## src/rtl/usart_rx_deframer.sv

```systemverilog
// usart_rx_deframer
//   Serial receiver for an idle-high line: 1 start bit (0), DATA_BIT data
//   bits LSB first, optional even parity bit, 1 stop bit (1). Each good byte
//   is presented on a valid/ready output register; framing, parity and
//   overrun conditions are reported as one-cycle pulses.
//
// Optional feature macro: USART_RX_PARITY_EN
//   defined   : even-parity bit follows the data bits, checked before stop.
//   undefined : no parity bit, parity_err tied 0.
//
// Ports
//   clk        in   system clock, all logic on posedge
//   reset      in   asynchronous active-low reset
//   rx         in   serial line, asynchronous to clk
//   data       out  received byte, bits [7:DATA_BIT] always 0
//   valid      out  data holds an unread byte
//   ready      in   consumer accepts data when valid && ready
//   frame_err  out  pulse: stop bit sampled 0
//   overrun    out  pulse: byte completed while valid && !ready (byte dropped)
//   parity_err out  pulse: parity mismatch (byte dropped)
module usart_rx_deframer #(
  parameter int CLK_FREQ  = 100000000,
  parameter int BAUD_RATE = 115200,
  parameter int DATA_BIT  = 8
) (
  input  logic       clk,
  input  logic       reset,
  input  logic       rx,
  output logic [7:0] data,
  output logic       valid,
  input  logic       ready,
  output logic       frame_err,
  output logic       overrun,
  output logic       parity_err
);

  localparam int unsigned CLKS_PER_BIT = CLK_FREQ / BAUD_RATE;
  localparam int unsigned HALF_BIT     = CLKS_PER_BIT / 2;
  localparam logic [15:0] BIT_LAST     = 16'(CLKS_PER_BIT - 1);
  localparam logic [15:0] HALF_LAST    = 16'(HALF_BIT - 1);
  localparam logic [3:0]  IDX_LAST     = 4'(DATA_BIT - 1);

  typedef enum logic [2:0] {
    IDLE,
    START,
    DATA,
`ifdef USART_RX_PARITY_EN
    PARITY,
`endif
    STOP,
    BREAK
  } state_t;

  // Synchronizer (rx_s2_q is the synchronized line) plus one history flop
  // used for falling-edge detection in IDLE.
  logic rx_s1_q;
  logic rx_s2_q;
  logic rx_prev_q;

  state_t      state_q;
  logic [15:0] cnt_q;
  logic [3:0]  idx_q;
  logic [7:0]  shift_q;
  logic        done_q;     // good stop sampled, deliver on the next edge

  logic [7:0]  data_q;
  logic        valid_q;
  logic        ferr_q;
  logic        ovr_q;

`ifdef USART_RX_PARITY_EN
  logic        par_bad_q;
  logic        perr_q;
`endif

  always_ff @(posedge clk or negedge reset) begin
    if (!reset) begin
      rx_s1_q   <= 1'b1;
      rx_s2_q   <= 1'b1;
      rx_prev_q <= 1'b1;
    end else begin
      rx_s1_q   <= rx;
      rx_s2_q   <= rx_s1_q;
      rx_prev_q <= rx_s2_q;
    end
  end

  always_ff @(posedge clk or negedge reset) begin
    if (!reset) begin
      state_q   <= IDLE;
      cnt_q     <= '0;
      idx_q     <= '0;
      shift_q   <= '0;
      done_q    <= 1'b0;
      data_q    <= '0;
      valid_q   <= 1'b0;
      ferr_q    <= 1'b0;
      ovr_q     <= 1'b0;
`ifdef USART_RX_PARITY_EN
      par_bad_q <= 1'b0;
      perr_q    <= 1'b0;
`endif
    end else begin
      ferr_q <= 1'b0;
      ovr_q  <= 1'b0;
      done_q <= 1'b0;
`ifdef USART_RX_PARITY_EN
      perr_q <= 1'b0;
`endif

      // Output register. A completing byte wins over a plain handshake:
      // if the old byte is being taken this cycle the new one replaces it
      // and valid stays high; if it is not being taken the new byte drops.
      if (done_q) begin
        if (valid_q && !ready) begin
          ovr_q <= 1'b1;
        end else begin
          data_q  <= shift_q;
          valid_q <= 1'b1;
        end
      end else if (valid_q && ready) begin
        valid_q <= 1'b0;
      end

      case (state_q)
        IDLE: begin
          if (rx_prev_q && !rx_s2_q) begin
            state_q <= START;
            cnt_q   <= '0;
          end
        end

        START: begin
          if (cnt_q == HALF_LAST) begin
            cnt_q <= '0;
            if (rx_s2_q) begin
              state_q <= IDLE;           // false start
            end else begin
              state_q <= DATA;
              idx_q   <= '0;
              shift_q <= '0;
            end
          end else begin
            cnt_q <= cnt_q + 16'd1;
          end
        end

        DATA: begin
          if (cnt_q == BIT_LAST) begin
            cnt_q                 <= '0;
            shift_q[idx_q[2:0]]   <= rx_s2_q;
            if (idx_q == IDX_LAST) begin
              idx_q <= '0;
`ifdef USART_RX_PARITY_EN
              state_q <= PARITY;
`else
              state_q <= STOP;
`endif
            end else begin
              idx_q <= idx_q + 4'd1;
            end
          end else begin
            cnt_q <= cnt_q + 16'd1;
          end
        end

`ifdef USART_RX_PARITY_EN
        PARITY: begin
          if (cnt_q == BIT_LAST) begin
            cnt_q     <= '0;
            // Even parity: line bit must equal XOR of the data bits.
            par_bad_q <= rx_s2_q ^ (^shift_q);
            state_q   <= STOP;
          end else begin
            cnt_q <= cnt_q + 16'd1;
          end
        end
`endif

        STOP: begin
          if (cnt_q == BIT_LAST) begin
            cnt_q <= '0;
            if (rx_s2_q) begin
              state_q <= IDLE;
`ifdef USART_RX_PARITY_EN
              if (par_bad_q) perr_q <= 1'b1;
              else           done_q <= 1'b1;
`else
              done_q <= 1'b1;
`endif
            end else begin
              ferr_q  <= 1'b1;
              state_q <= BREAK;
            end
          end else begin
            cnt_q <= cnt_q + 16'd1;
          end
        end

        BREAK: begin
          if (rx_s2_q) state_q <= IDLE;
        end

        default: state_q <= IDLE;
      endcase
    end
  end

  assign data      = data_q;
  assign valid     = valid_q;
  assign frame_err = ferr_q;
  assign overrun   = ovr_q;
`ifdef USART_RX_PARITY_EN
  assign parity_err = perr_q;
`else
  assign parity_err = 1'b0;
`endif

endmodule
```

## config.mk

```make
export PLATFORM = sky130hd
export DESIGN_NAME = usart_rx_deframer
export DESIGN_NICKNAME = d
export VERILOG_FILES = /design/src/rtl/usart_rx_deframer.sv
export SDC_FILE = /design/constraint.sdc
export NUM_CORES = 1
export LEC_CHECK = 0
export ABC_AREA = 0
export CORE_AREA = 2 2 67 84
export CTS_BUF_LIST = sky130_fd_sc_hd__clkbuf_16
export DETAILED_ROUTE_END_ITERATION = 6
export DIE_AREA = 0 0 69 86
export GPL_TIMING_DRIVEN = 1
export SETUP_SLACK_MARGIN = 0.3
export SYNTH_ARGS = -nofsm -noshare
export SYNTH_HDL_FRONTEND = slang
export SYNTH_SLANG_ARGS = --single-unit
```

## constraint.sdc

```tcl
create_clock -name clk -period 2.5 [get_ports clk]
set_input_delay 0.5 -clock clk [delete_from_list [all_inputs] [get_ports clk]]
set_output_delay 0.5 -clock clk [all_outputs]
set_load 0.02 [all_outputs]
```

==> results.rst, run 1 <==
.. list-table::
   :header-rows: 1

   * - Metric
     - Value
   * - Top FF cell, synth
     - sky130_fd_sc_hd__dfrtp_1
   * - Number of H-tree levels
     - 2
   * - Number of cells in the design after placement
     - 295
   * - Commonest cells post-synth
     - sky130_fd_sc_hd__dfrtp_1, sky130_fd_sc_hd__nor2_1, sky130_fd_sc_hd__nand2_1, sky130_fd_sc_hd__o21ai_0
   * - # IOs
     - 16
   * - Antenna violations before repair
     - 0
   * - Inserted Diodes
     - 0
   * - Width of the die
     - about 69 um
   * - Fin nets
     - 250
   * - Top cells by area in the synthesized netlist
     - sky130_fd_sc_hd__dfrtp_1, sky130_fd_sc_hd__nor2_1, sky130_fd_sc_hd__mux2_2
   * - Y dimension of the die
     - approximately 86 um
   * - Starting density of the core
     - a little over two fifths
   * - Kind of critical path
     - reg2reg
   * - Area growth from synthesis to layout
     - 18.4%
   * - Nature of the critical path endpoint
     - register
   * - Placeable core area
     - 5080 um^2
   * - Synth Warn #
     - 0
   * - Clock-pin transition on the worst setup and hold timing paths
     - 0.06 ns
   * - Detailed-route via count
     - approximately 1700
   * - Final TNS setup
     - 0 ns
   * - Maximum number of pins on one net before global-route repair
     - 47
   * - Vias in the first global route
     - approximately 1700
   * - Path class of the lowest-slack min-delay path
     - in2async
   * - Floorplan die area
     - about 5900 um^2
   * - Fmax
     - around 470 MHz
   * - Sequential cell area fraction in the yosys report
     - between 50 and 60%
   * - Clock tree from TritonCTS
     - done
   * - Share of flip-flops with an asynchronous set or reset after synthesis
     - 100%
   * - Total standard cell area after synthesis
     - ~2200 um^2
   * - Fill count
     - between 400 and 500
   * - DR pass1 iterations
     - 4
   * - Global route total overflow
     - 0
   * - Maximum fanout encountered on the critical timing path
     - 6
   * - Library cell occupying the most area in the post-synthesis netlist
     - sky130_fd_sc_hd__dfrtp_1
   * - Lkg Pwr
     - about 1.2 nW
   * - FF-to-FF End
     - state_q[1]
   * - # DRC
     - 0
   * - Number of synthesized flops with an enable pin
     - 0
   * - PD cells
     - 736 nW/um^2
   * - Root Buffer Master
     - sky130_fd_sc_hd__clkbuf_16
   * - Placer congestion estimate
     - 0.898
   * - Worst hold slack
     - 0.195 ns
   * - Status
     - complete, no violations
   * - Wirelength per Cell
     - roughly 14 um
   * - Number of slew-limit violations in the final report
     - 0
   * - Final setup fails
     - 0
   * - Area share of the leading cell type in the synthesized netlist
     - between 40% and 50%
   * - Post-synthesis average cell area
     - roughly 10 um^2
   * - Post-layout minimum cycle time
     - about 2.1 ns
   * - Skew-Pair Late Insertion Delay
     - between 0.2 and 0.3 ns
   * - Worst clock skew
     - roughly 0.0045 ns
   * - Post-synth net total
     - between 200 and 250
   * - Startpoint type of the worst setup path
     - register
   * - DRC marker count from the first detailed-route iteration
     - 86
   * - RSZ-0062 raised after global routing
     - true
   * - Peak supply drop
     - 0.353 mV
   * - Final Non-Filler Cells
     - approximately 300
   * - Number of library cell types mapped by synthesis
     - 42
   * - Number of sinks on the clock net
     - 46
   * - Mapped Cells
     - roughly 220
   * - Row cnt
     - 29
   * - Number of buffers created by CTS
     - 5
   * - Count of final hold-check violations
     - 0
   * - GRT Resource Usage Total
     - 16.2%
   * - R2R setup slack
     - 0.37 ns
   * - Seq cells post-synth
     - 46
   * - Port Buf Inserts
     - 14
   * - Critical Path AT
     - approximately 2.3 ns
   * - First-pass GRT wire length
     - about 7700 um
   * - Routed WL
     - about 4400 um
   * - Max-Cap Viols
     - 0
   * - Post-detailed-route count of antenna-violating nets
     - 0
   * - Endpoint required time on the critical path
     - ~2.7 ns
   * - R2r startpoint
     - cnt_q[2]
   * - Number of cells on the worst reg-to-reg path
     - 5
   * - Most frequent cell after synthesis
     - sky130_fd_sc_hd__dfrtp_1
   * - Ratio of cells with drive above 1 in the final layout
     - between 10% and 20%
   * - Post-DP HPWL
     - 3030 um
   * - Number of buffers between clock root and the deepest sink
     - 2
   * - Final period util
     - a little under nine tenths
   * - Average via count per standard cell
     - about 5.6
[placed cells by master, fill, tap and decap left out, types with 2 or more instances in the layout]
| master | instances |
|---|---|
| sky130_fd_sc_hd__dfrtp_1 | 42 |
| sky130_fd_sc_hd__nor2_1 | 27 |
| sky130_fd_sc_hd__nand2_1 | 20 |
| sky130_fd_sc_hd__o21ai_0 | 14 |
| sky130_fd_sc_hd__clkdlybuf4s50_1 | 13 |
| sky130_fd_sc_hd__nand3_1 | 10 |
| sky130_fd_sc_hd__xor2_1 | 10 |
| sky130_fd_sc_hd__o21ai_1 | 8 |
| sky130_fd_sc_hd__mux2_2 | 8 |
| sky130_fd_sc_hd__inv_1 | 6 |
| sky130_fd_sc_hd__a21oi_1 | 6 |
| sky130_fd_sc_hd__buf_4 | 6 |
| sky130_fd_sc_hd__nand4_1 | 5 |
| sky130_fd_sc_hd__and3_1 | 5 |
| sky130_fd_sc_hd__clkbuf_16 | 5 |
| sky130_fd_sc_hd__nand2b_1 | 4 |
| sky130_fd_sc_hd__a31oi_1 | 4 |
| sky130_fd_sc_hd__and4_1 | 3 |
| sky130_fd_sc_hd__xnor2_1 | 3 |
| sky130_fd_sc_hd__o31ai_1 | 3 |
| sky130_fd_sc_hd__ha_1 | 3 |
| sky130_fd_sc_hd__dfstp_2 | 3 |
| sky130_fd_sc_hd__nor2b_1 | 2 |
| sky130_fd_sc_hd__or4_4 | 2 |
| sky130_fd_sc_hd__or4bb_1 | 2 |
| sky130_fd_sc_hd__a21o_1 | 2 |
| sky130_fd_sc_hd__nor4_4 | 2 |
| sky130_fd_sc_hd__nand3b_1 | 2 |
| sky130_fd_sc_hd__nor3_1 | 2 |
| sky130_fd_sc_hd__a22oi_2 | 2 |
| sky130_fd_sc_hd__o21a_1 | 2 |
[worst max-delay path, stage by stage (launching register included)]
cell and delay (ns):
sky130_fd_sc_hd__dfrtp_2 0.43, sky130_fd_sc_hd__or4_4 0.59, sky130_fd_sc_hd__nor4_4 0.31, sky130_fd_sc_hd__nor2_2 0.10, sky130_fd_sc_hd__or4b_1 0.47, sky130_fd_sc_hd__a21oi_1 0.15
[worst max-delay path by stage]
stage / start / to / slack (ns) / cells past startpoint
final: cnt_q[2] / state_q[1] / 0.37 / 5
after global placement: cnt_q[13] / idx_q[0] / 0.25 / 5
after floorplan: cnt_q[13] / idx_q[3] / 0.41 / 6
after CTS: cnt_q[13] / shift_q[1] / 0.29 / 5
after detailed placement: cnt_q[13] / idx_q[0] / 0.20 / 5
after global routing: cnt_q[13] / shift_q[2] / 0.27 / 5
[per-layer routing]
layer	up-vias	track usage, %	share of wire [%]
met2	30	28.1	51
met4	0	7.84	3.0
li1	833	-	-
met1	825	19.5	44
met5	-	0	0
met3	11	2.82	2.5
[metrics by stage]
step / utilization [%] / power, mW / setup slack (ns) / cell area, um^2
2_1_floorplan: - / 1.19 / 0.410 / 2230
3_3_place_gp: 48.5 / 1.33 / 0.249 / 2460
3_5_place_dp: 48.5 / 1.34 / 0.203 / 2460
4_1_cts: 51.6 / 1.97 / 0.287 / 2620
5_1_grt: 52.1 / 2.09 / 0.268 / 2650
6_report: 52.1 / 1.95 / 0.370 / 2650
[sequential cells by signal (all words and copies together) (netlist names)]
name,cells
cnt_q,16
frame_err,1
idx_q,4
rx_prev_q,1
done_q,1
rx_s1_q,1
valid,1
data,8
shift_q,8
overrun,1
state_q,3
rx_s2_q,1
[area by class of cell]
cell class,count,area [um^2],share of cell area [%]
Inverter,5,18.8,0.710
Sequential cell,46,1160,43.7
Clock inverter,3,12.5,0.473
Multi-Input combinational cell,164,1050,39.9
Clock buffer,5,125,4.73
Tap cell,62,77.6,2.93
Timing Repair Buffer,21,200,7.57
[what timing repair did]
item,in CTS,in global routing
cloned,0,1
pin swaps,1,2
setup endpoints to repair,11,19
hold buffers,0,0
hold endpoints to repair,0,0
resized for setup,2,6
setup buffers,1,1
[power by group]
part	total (mW)	internal [mW]	switching, mW
registers	0.862	0.795	0.0669
clock network	0.615	0.361	0.254
logic	0.470	0.179	0.292
total	1.95	1.34	0.613
[cell families (layout without fill, tap and decap cells)]
logic type               count (synthesis)  count (layout)  synth area share [%]
adder cells (fa/ha/maj)                  3               3                  1.68
AND/OR/NAND/NOR                         94              94                  23.5
other                                    1               1                 0.168
flip-flops                              46              46                  51.7
XOR/XNOR                                13              13                  5.10
AO/OA/AOI/OAI                           44              45                  11.5
multiplexers                             8               8                  4.03
buffers and inverters                   13              34                  2.35
(Power assumes the default switching activity.)
==> run 2: changes to the inputs <==
--- a/config.mk
+++ b/config.mk
@@ -6,11 +6,12 @@
 export NUM_CORES = 1
 export LEC_CHECK = 0
 export ABC_AREA = 0
-export CORE_AREA = 2 2 67 84
+export CORE_AREA = 2 2 62 79
 export CTS_BUF_LIST = sky130_fd_sc_hd__clkbuf_16
 export DETAILED_ROUTE_END_ITERATION = 6
-export DIE_AREA = 0 0 69 86
+export DIE_AREA = 0 0 64 81
 export GPL_TIMING_DRIVEN = 1
+export PLACE_DENSITY = 0.73
 export SETUP_SLACK_MARGIN = 0.3
 export SYNTH_ARGS = -nofsm -noshare
 export SYNTH_HDL_FRONTEND = slang
==> constraint.sdc (replaced) <==
create_clock -name clk -period 1.7 [get_ports clk]
set_input_delay 0.34 -clock clk [delete_from_list [all_inputs] [get_ports clk]]
set_output_delay 0.34 -clock clk [all_outputs]
set_load 0.02 [all_outputs]
==> results.rst, run 2 (same netlist as run 1, synthesis figures left out) <==
.. list-table::
   :header-rows: 1

   * - Metric
     - Value
   * - Area growth from synthesis to layout
     - 35.8%
   * - Inserted Diodes
     - 0 (unchanged)
   * - Series of cell instances along the critical path
     - or4_4, nor4_4, nor2_2, or4b_1, a21oi_1
   * - Placer congestion estimate
     - 0.854 (-4.9%)
   * - Skew-Pair Late Insertion Delay
     - 0.29 ns (about the same)
   * - Clock-pin transition on the worst setup and hold timing paths
     - 0.06 ns (about the same)
   * - Number of cells on the worst reg-to-reg path
     - 5 (unchanged)
   * - DR pass1 iterations
     - 4 (unchanged)
   * - Final Non-Filler Cells
     - 341 (+11%)
   * - Post-layout worst setup margin
     - -0.344 ns (-0.714 ns)
   * - Clock power frac
     - 29.6% (-2.0 points)
   * - Count of final hold-check violations
     - 0 (unchanged)
   * - Combined flip-flop and latch cell area
     - 1150 um^2 (-0.11%)
   * - DRC marker count from the first detailed-route iteration
     - 57 (-34%)
   * - Delay of the slowest cell on the worst path
     - 0.59 ns (about the same)
   * - R2r startpoint
     - cnt_q[3]
   * - Maximum fanout encountered on the critical timing path
     - 3 (-3)
   * - Lkg Pwr
     - 1.45 nW (+25%)
   * - Y dimension of the die
     - 81 um (-5.8%)
   * - Average via count per standard cell
     - 5.43 (-2.1%)
   * - Seq pwr share
     - 38.1% (-6.2 points)
   * - Critical path launch point
     - cnt_q[3]
   * - Most common cell after layout, fill and taps aside
     - sky130_fd_sc_hd__dfrtp_1
   * - Placeable core area
     - 4520 um^2 (-11%)
   * - Number of H-tree levels
     - 2 (unchanged)
   * - Violations in the final reports
     - negative setup slack
   * - Port Buf Inserts
     - 14 (unchanged)
   * - Endpoint required time on the critical path
     - 1.91 ns (-0.80 ns)
   * - Post-layout minimum cycle time
     - 2.04 ns (-0.0861 ns)
   * - Antenna violations before repair
     - 0 (unchanged)
   * - Path class of the lowest-slack min-delay path
     - in2async
   * - Number of buffers between clock root and the deepest sink
     - 2 (unchanged)
   * - Peak supply drop
     - 0.844 mV (+140%)
   * - Area taken by multi-input logic gates
     - 1120 um^2 (+6.2%)
   * - Headroom to the max-slew limit
     - a little over a third
   * - Worst clock skew
     - 0.00741 ns (+0.00287 ns)
   * - Fin nets
     - 287 (+15%)
   * - Global route total overflow
     - 0 (unchanged)
   * - Detailed-route via count
     - 1853 (+9.1%)
   * - Nature of the critical path endpoint
     - register
   * - Starting density of the core
     - 49.4% (+5.5 points)
   * - Clock tree from TritonCTS
     - done
   * - Combinational power share
     - 32.3% (+8.1 points)
   * - Post-DP HPWL
     - 3320 um (+9.6%)
   * - Floorplan die area
     - 5180 um^2 (-13%)
   * - Number of sinks on the clock net
     - 46 (unchanged)
   * - Max-Cap Viols
     - 0 (unchanged)
   * - # DRC
     - 0 (unchanged)
   * - PD cells
     - 1060 nW/um^2 (+43%)
   * - Crit path capture
     - state_q[1]
   * - Fmax
     - 489 MHz (+4.2%)
   * - GRT Resource Usage Total
     - 19.7% (+3.5 points)
   * - Vias in the first global route
     - 1744 (+5.1%)
   * - Final period util
     - 120% (+35 points)
   * - Ratio of cells with drive above 1 in the final layout
     - 32.7% (+18 points)
   * - Hold-fix buffers at CTS
     - 0 (unchanged)
   * - Highest-count cells in the layout ignoring fill and taps
     - sky130_fd_sc_hd__dfrtp_1, sky130_fd_sc_hd__buf_4, sky130_fd_sc_hd__nor2_1
   * - Cell Int Power
     - 2.15 mW (+61%)
   * - Top register by number of flip-flops
     - cnt_q
   * - Final TNS setup
     - -9.20 ns (-9.20 ns)
   * - Status
     - finished, violations left
   * - Fraction of power spent switching nets
     - 32.9% (+1.4 points)
   * - Final setup fails
     - 33 (+33)
   * - Post-detailed-route count of antenna-violating nets
     - 0 (unchanged)
   * - CP max-delay cell
     - sky130_fd_sc_hd__or4_4
   * - Number of cells in the design after placement
     - 328 (+11%)
   * - R2R setup slack
     - -0.34 ns (-0.71 ns)
   * - Power spent charging and discharging nets
     - 1.05 mW (+72%)
   * - Row cnt
     - 28 (-3.4%)
   * - Maximum number of pins on one net before global-route repair
     - 47 (unchanged)
   * - Number of slew-limit violations in the final report
     - 0 (unchanged)
   * - Startpoint type of the worst setup path
     - register
   * - # IOs
     - 16 (unchanged)
   * - Number of buffers created by CTS
     - 5 (unchanged)
   * - Flip-flop count of the largest register after layout
     - 16 (unchanged)
   * - Routed WL
     - 4800 um (+9.0%)
   * - First-pass GRT wire length
     - 7830 um (+1.3%)
   * - FF-to-FF End
     - state_q[1]
   * - Worst-Margin Slew
     - 0.965 ns
   * - Root Buffer Master
     - sky130_fd_sc_hd__clkbuf_16
   * - Wirelength per Cell
     - 14.1 um (-2.2%)
   * - Width of the die
     - 64 um (-7.2%)
   * - Fill count
     - 356 (-24%)
   * - RSZ-0062 raised after global routing
     - true
   * - Critical Path AT
     - 2.25 ns (-0.09 ns)
   * - Kind of critical path
     - reg2reg
## run 2: cell types whose count changed in the layout (fill, tap and decap cells not counted), sizes merged
cell / change
a22oi: -1
buf: +38
clkdlybuf4s50: -11
clkinvlp: +1
dlygate4sd2: +11
inv: -1
## run 2: power by group through the flow
stage          Sequential [mW]  Combinational, mW  Clock (mW)
6_report                  1.22               1.04       0.950
5_1_grt                   1.22               1.13        1.02
4_1_cts                   1.22              0.983       0.972
3_5_place_dp              1.24              0.901           0
3_3_place_gp              1.23              0.886           0
2_1_floorplan             1.26              0.503           0
## run 2: timing repair
item / in CTS / in global routing
gates resized for setup: 30 / 13
pin swaps: 9 / 4
setup buffers: 2 / 3
endpoints found under the setup margin: 44 / 33
## run 2: per-stage QoR
step | util, % | hold slack (ns) | power [mW] | instance area [um^2] | worst slack, ns
2_1_floorplan | - | 0.0444 | 1.76 | 2250 | -0.332
3_5_place_dp | 60.7 | 0.337 | 2.14 | 2740 | -0.373
5_1_grt | 67.1 | 0.0477 | 3.37 | 3030 | -0.433
3_3_place_gp | 60.7 | 0.337 | 2.12 | 2740 | -0.309
4_1_cts | 65.6 | 0.0383 | 3.17 | 2960 | -0.339
6_report | 67.1 | 0.0247 | 3.21 | 3030 | -0.344
## run 2: worst min-delay path by stage
stage           from          to  slack [ns]  depth (start not counted)
6_report       reset  state_q[0]        0.02                          2
3_3_place_gp   reset   frame_err        0.34                          2
2_1_floorplan  reset    cnt_q[0]        0.04                          0
5_1_grt        reset  shift_q[0]        0.05                          2
3_5_place_dp   reset   frame_err        0.34                          2
4_1_cts        reset   cnt_q[14]        0.04                          2
## run 2: critical path: cells and delay by family (launching register included)
family,cells,cell delay [ns]
DFF,1,0.38
AOI/OAI and AO/OA,1,0.13
and+or+nand+nor,4,1.46
## run 2: final cells by class
| class | count | area share, % |
|---|---|---|
| inverters | 5 | 0.619 |
| flip-flops and latches | 46 | 38.1 |
| repair buffers | 59 | 17.1 |
| clock inverters | 3 | 0.701 |
| clock buffers | 5 | 4.12 |
| well taps | 60 | 2.47 |
| multi-input cells | 163 | 36.9 |
## run 2: per-layer routing
layer	track usage, %	up-vias	part of all wire, %
li1	-	899	-
met1	21.8	925	41
met5	0	-	0
met3	3.74	7	2.0
met2	36.9	22	55
met4	7.83	0	1.7
==> run 3: changes to the inputs <==
--- a/config.mk
+++ b/config.mk
@@ -10,7 +10,7 @@
 export CTS_BUF_LIST = sky130_fd_sc_hd__clkbuf_16
 export DETAILED_ROUTE_END_ITERATION = 6
 export DIE_AREA = 0 0 64 81
-export GPL_TIMING_DRIVEN = 1
+export GPL_TIMING_DRIVEN = 0
 export PLACE_DENSITY = 0.73
 export SETUP_SLACK_MARGIN = 0.3
 export SYNTH_ARGS = -nofsm -noshare
==> results.rst, run 3 (same netlist as run 1, synthesis figures left out) <==
.. list-table::
   :header-rows: 1

   * - Metric
     - Value
   * - Status
     - finished, violations left
   * - Violations in the final reports
     - negative setup slack
   * - Row cnt
     - 28 (unchanged)
   * - Final TNS setup
     - -10.67 ns (-1.47 ns)
   * - R2R setup slack
     - -0.46 ns (-0.12 ns)
   * - Starting density of the core
     - 49.4% (unchanged)
   * - Placer congestion estimate
     - 0.851 (-0.33%)
   * - PD cells
     - 1090 nW/um^2 (+3.1%)
   * - Number of sinks on the clock net
     - 46 (unchanged)
   * - Cell depth of the worst min-delay path
     - 0
   * - FF-to-FF End
     - state_q[1]
   * - Routed WL
     - 4490 um (-6.4%)
   * - R2r startpoint
     - cnt_q[3]
   * - DR pass1 iterations
     - 4 (unchanged)
   * - Maximum fanout encountered on the critical timing path
     - 4 (+1)
   * - Number of buffers created by CTS
     - 5 (unchanged)
   * - Fmax
     - 463 MHz (-5.3%)
   * - GRT Resource Usage Total
     - 18.3% (-1.4 points)
   * - Worst min-delay path startpoint
     - rx_s1_q
   * - Worst hold slack
     - 0.357 ns (+0.332 ns)
   * - Detailed-route via count
     - 1753 (-5.4%)
   * - # DRC
     - 0 (unchanged)
   * - Number of slew-limit violations in the final report
     - 0 (unchanged)
   * - Top register by number of flip-flops
     - cnt_q
   * - Width of the die
     - 64 um (unchanged)
   * - Root Buffer Master
     - sky130_fd_sc_hd__clkbuf_16
   * - Startpoint type of the worst setup path
     - register
   * - Highest-count cells in the layout ignoring fill and taps
     - sky130_fd_sc_hd__dfrtp_1, sky130_fd_sc_hd__nor2_1, sky130_fd_sc_hd__nand2_1
   * - RSZ-0062 raised after global routing
     - true
   * - Final period util
     - 127% (+6.8 points)
   * - Path class of the lowest-slack min-delay path
     - reg2reg
   * - Inserted Diodes
     - 0 (unchanged)
   * - DRC marker count from the first detailed-route iteration
     - 110 (+93%)
   * - Post-detailed-route count of antenna-violating nets
     - 0 (unchanged)
   * - Number of buffers between clock root and the deepest sink
     - 2 (unchanged)
   * - Average via count per standard cell
     - 5.50 (+1.1%)
   * - # IOs
     - 16 (unchanged)
   * - Maximum number of pins on one net before global-route repair
     - 33 (-30%)
   * - Area growth from synthesis to layout
     - 28.7%
   * - Post-layout minimum cycle time
     - 2.16 ns (+0.115 ns)
   * - Y dimension of the die
     - 81 um (unchanged)
   * - Antenna violations before repair
     - 0 (unchanged)
   * - Fin nets
     - 265 (-7.7%)
   * - Lkg Pwr
     - 1.30 nW (-10%)
   * - Post-layout worst setup margin
     - -0.459 ns (-0.115 ns)
   * - Skew-Pair Late Insertion Delay
     - 0.29 ns (about the same)
   * - Placeable core area
     - 4520 um^2 (unchanged)
   * - Count of final hold-check violations
     - 0 (unchanged)
   * - End of the worst hold path
     - rx_s2_q
   * - Final setup fails
     - 31 (-6.1%)
   * - Number of cells in the design after placement
     - 297 (-9.5%)
   * - Global route total overflow
     - 0 (unchanged)
   * - Floorplan die area
     - 5180 um^2 (unchanged)
   * - Flip-flop count of the largest register after layout
     - 16 (unchanged)
   * - Ratio of cells with drive above 1 in the final layout
     - 26.6% (-6.1 points)
   * - Post-DP HPWL
     - 2900 um (-13%)
   * - First-pass GRT wire length
     - 7460 um (-4.8%)
   * - Clock tree from TritonCTS
     - done
   * - Peak supply drop
     - 0.642 mV (-24%)
   * - Critical Path AT
     - 2.38 ns (+0.13 ns)
   * - Max-Cap Viols
     - 0 (unchanged)
   * - Most common cell after layout, fill and taps aside
     - sky130_fd_sc_hd__dfrtp_1
   * - Worst clock skew
     - 0.00622 ns (-0.00119 ns)
   * - Port Buf Inserts
     - 14 (unchanged)
   * - Number of H-tree levels
     - 2 (unchanged)
   * - Wirelength per Cell
     - 14.1 um (about the same)
   * - Vias in the first global route
     - 1642 (-5.8%)
   * - Nature of the critical path endpoint
     - register
   * - Final Non-Filler Cells
     - 319 (-6.5%)
   * - Endpoint required time on the critical path
     - 1.92 ns (about the same)
   * - Finished Core Util
     - 63.6% (-3.5 points)
   * - Clock-pin transition on the worst setup and hold timing paths
     - 0.06 ns (about the same)
   * - Number of cells on the worst reg-to-reg path
     - 6 (+1)
   * - Kind of critical path
     - reg2reg
run 3: timing repair:
action                                  4_1_cts  5_1_grt
hold buffers                                  1        0
pin swaps                                     8        5
setup buffers                                 9        3
resized for setup                            31       20
endpoints found under the setup margin       52       33
gates cloned                                  1        0
hold endpoints to repair                     13        0
run 3: layer usage:
layer | GRT usage [%] | vias up | share of wire [%]
li1 | - | 857 | -
met1 | 22.6 | 866 | 43
met2 | 30.5 | 26 | 53
met3 | 4.16 | 4 | 2.8
met4 | 8.04 | 0 | 1.2
met5 | 0 | - | 0
run 3: report_power, final:
group / internal [mW] / switching, mW / total (mW)
Sequential: 1.17 / 0.0995 / 1.27
Clock: 0.537 / 0.406 / 0.943
Combinational: 0.374 / 0.546 / 0.920
Total: 2.08 / 1.05 / 3.13
run 3: final cells by class:
cell class | instances | area, um^2
fill | 364 | 1640
multi-input combinational | 163 | 1170
sequential | 46 | 1160
timing repair buffer | 29 | 272
clock buffer | 5 | 125
tap | 60 | 75.1
buffer | 8 | 45.0
inverter | 5 | 18.8
clock inverter | 3 | 16.3
run 3: critical path: stages, from the launching register on:
cell                      delay (ns)
sky130_fd_sc_hd__dfrtp_1        0.41
sky130_fd_sc_hd__or4_4          0.60
sky130_fd_sc_hd__nor4_4         0.26
sky130_fd_sc_hd__buf_4          0.18
sky130_fd_sc_hd__nor2_4         0.04
sky130_fd_sc_hd__or4b_4         0.48
sky130_fd_sc_hd__a21oi_2        0.12
run 3: how the worst max path moves through the flow:
stage                          from          to  slack [ns]  depth (start not counted)
final                      cnt_q[3]  state_q[1]       -0.46                          6
after global routing       cnt_q[3]  state_q[1]       -0.50                          6
after CTS                 cnt_q[14]  state_q[1]       -0.39                          5
after detailed placement  cnt_q[11]    cnt_q[2]       -0.64                          5
after global placement        reset     data[1]       -0.95                          1
after floorplan           cnt_q[11]  state_q[1]       -0.33                          5
run 3: stage by stage:
| stage | area (um^2) | worst slack [ns] | power [mW] |
|---|---|---|---|
| 5_1_grt | 2880 | -0.501 | 3.30 |
| 4_1_cts | 2770 | -0.394 | 3.00 |
| 2_1_floorplan | 2250 | -0.332 | 1.76 |
| 6_report | 2880 | -0.459 | 3.13 |
| 3_5_place_dp | 2480 | -0.645 | 1.94 |
| 3_3_place_gp | 2470 | -0.954 | 1.92 |
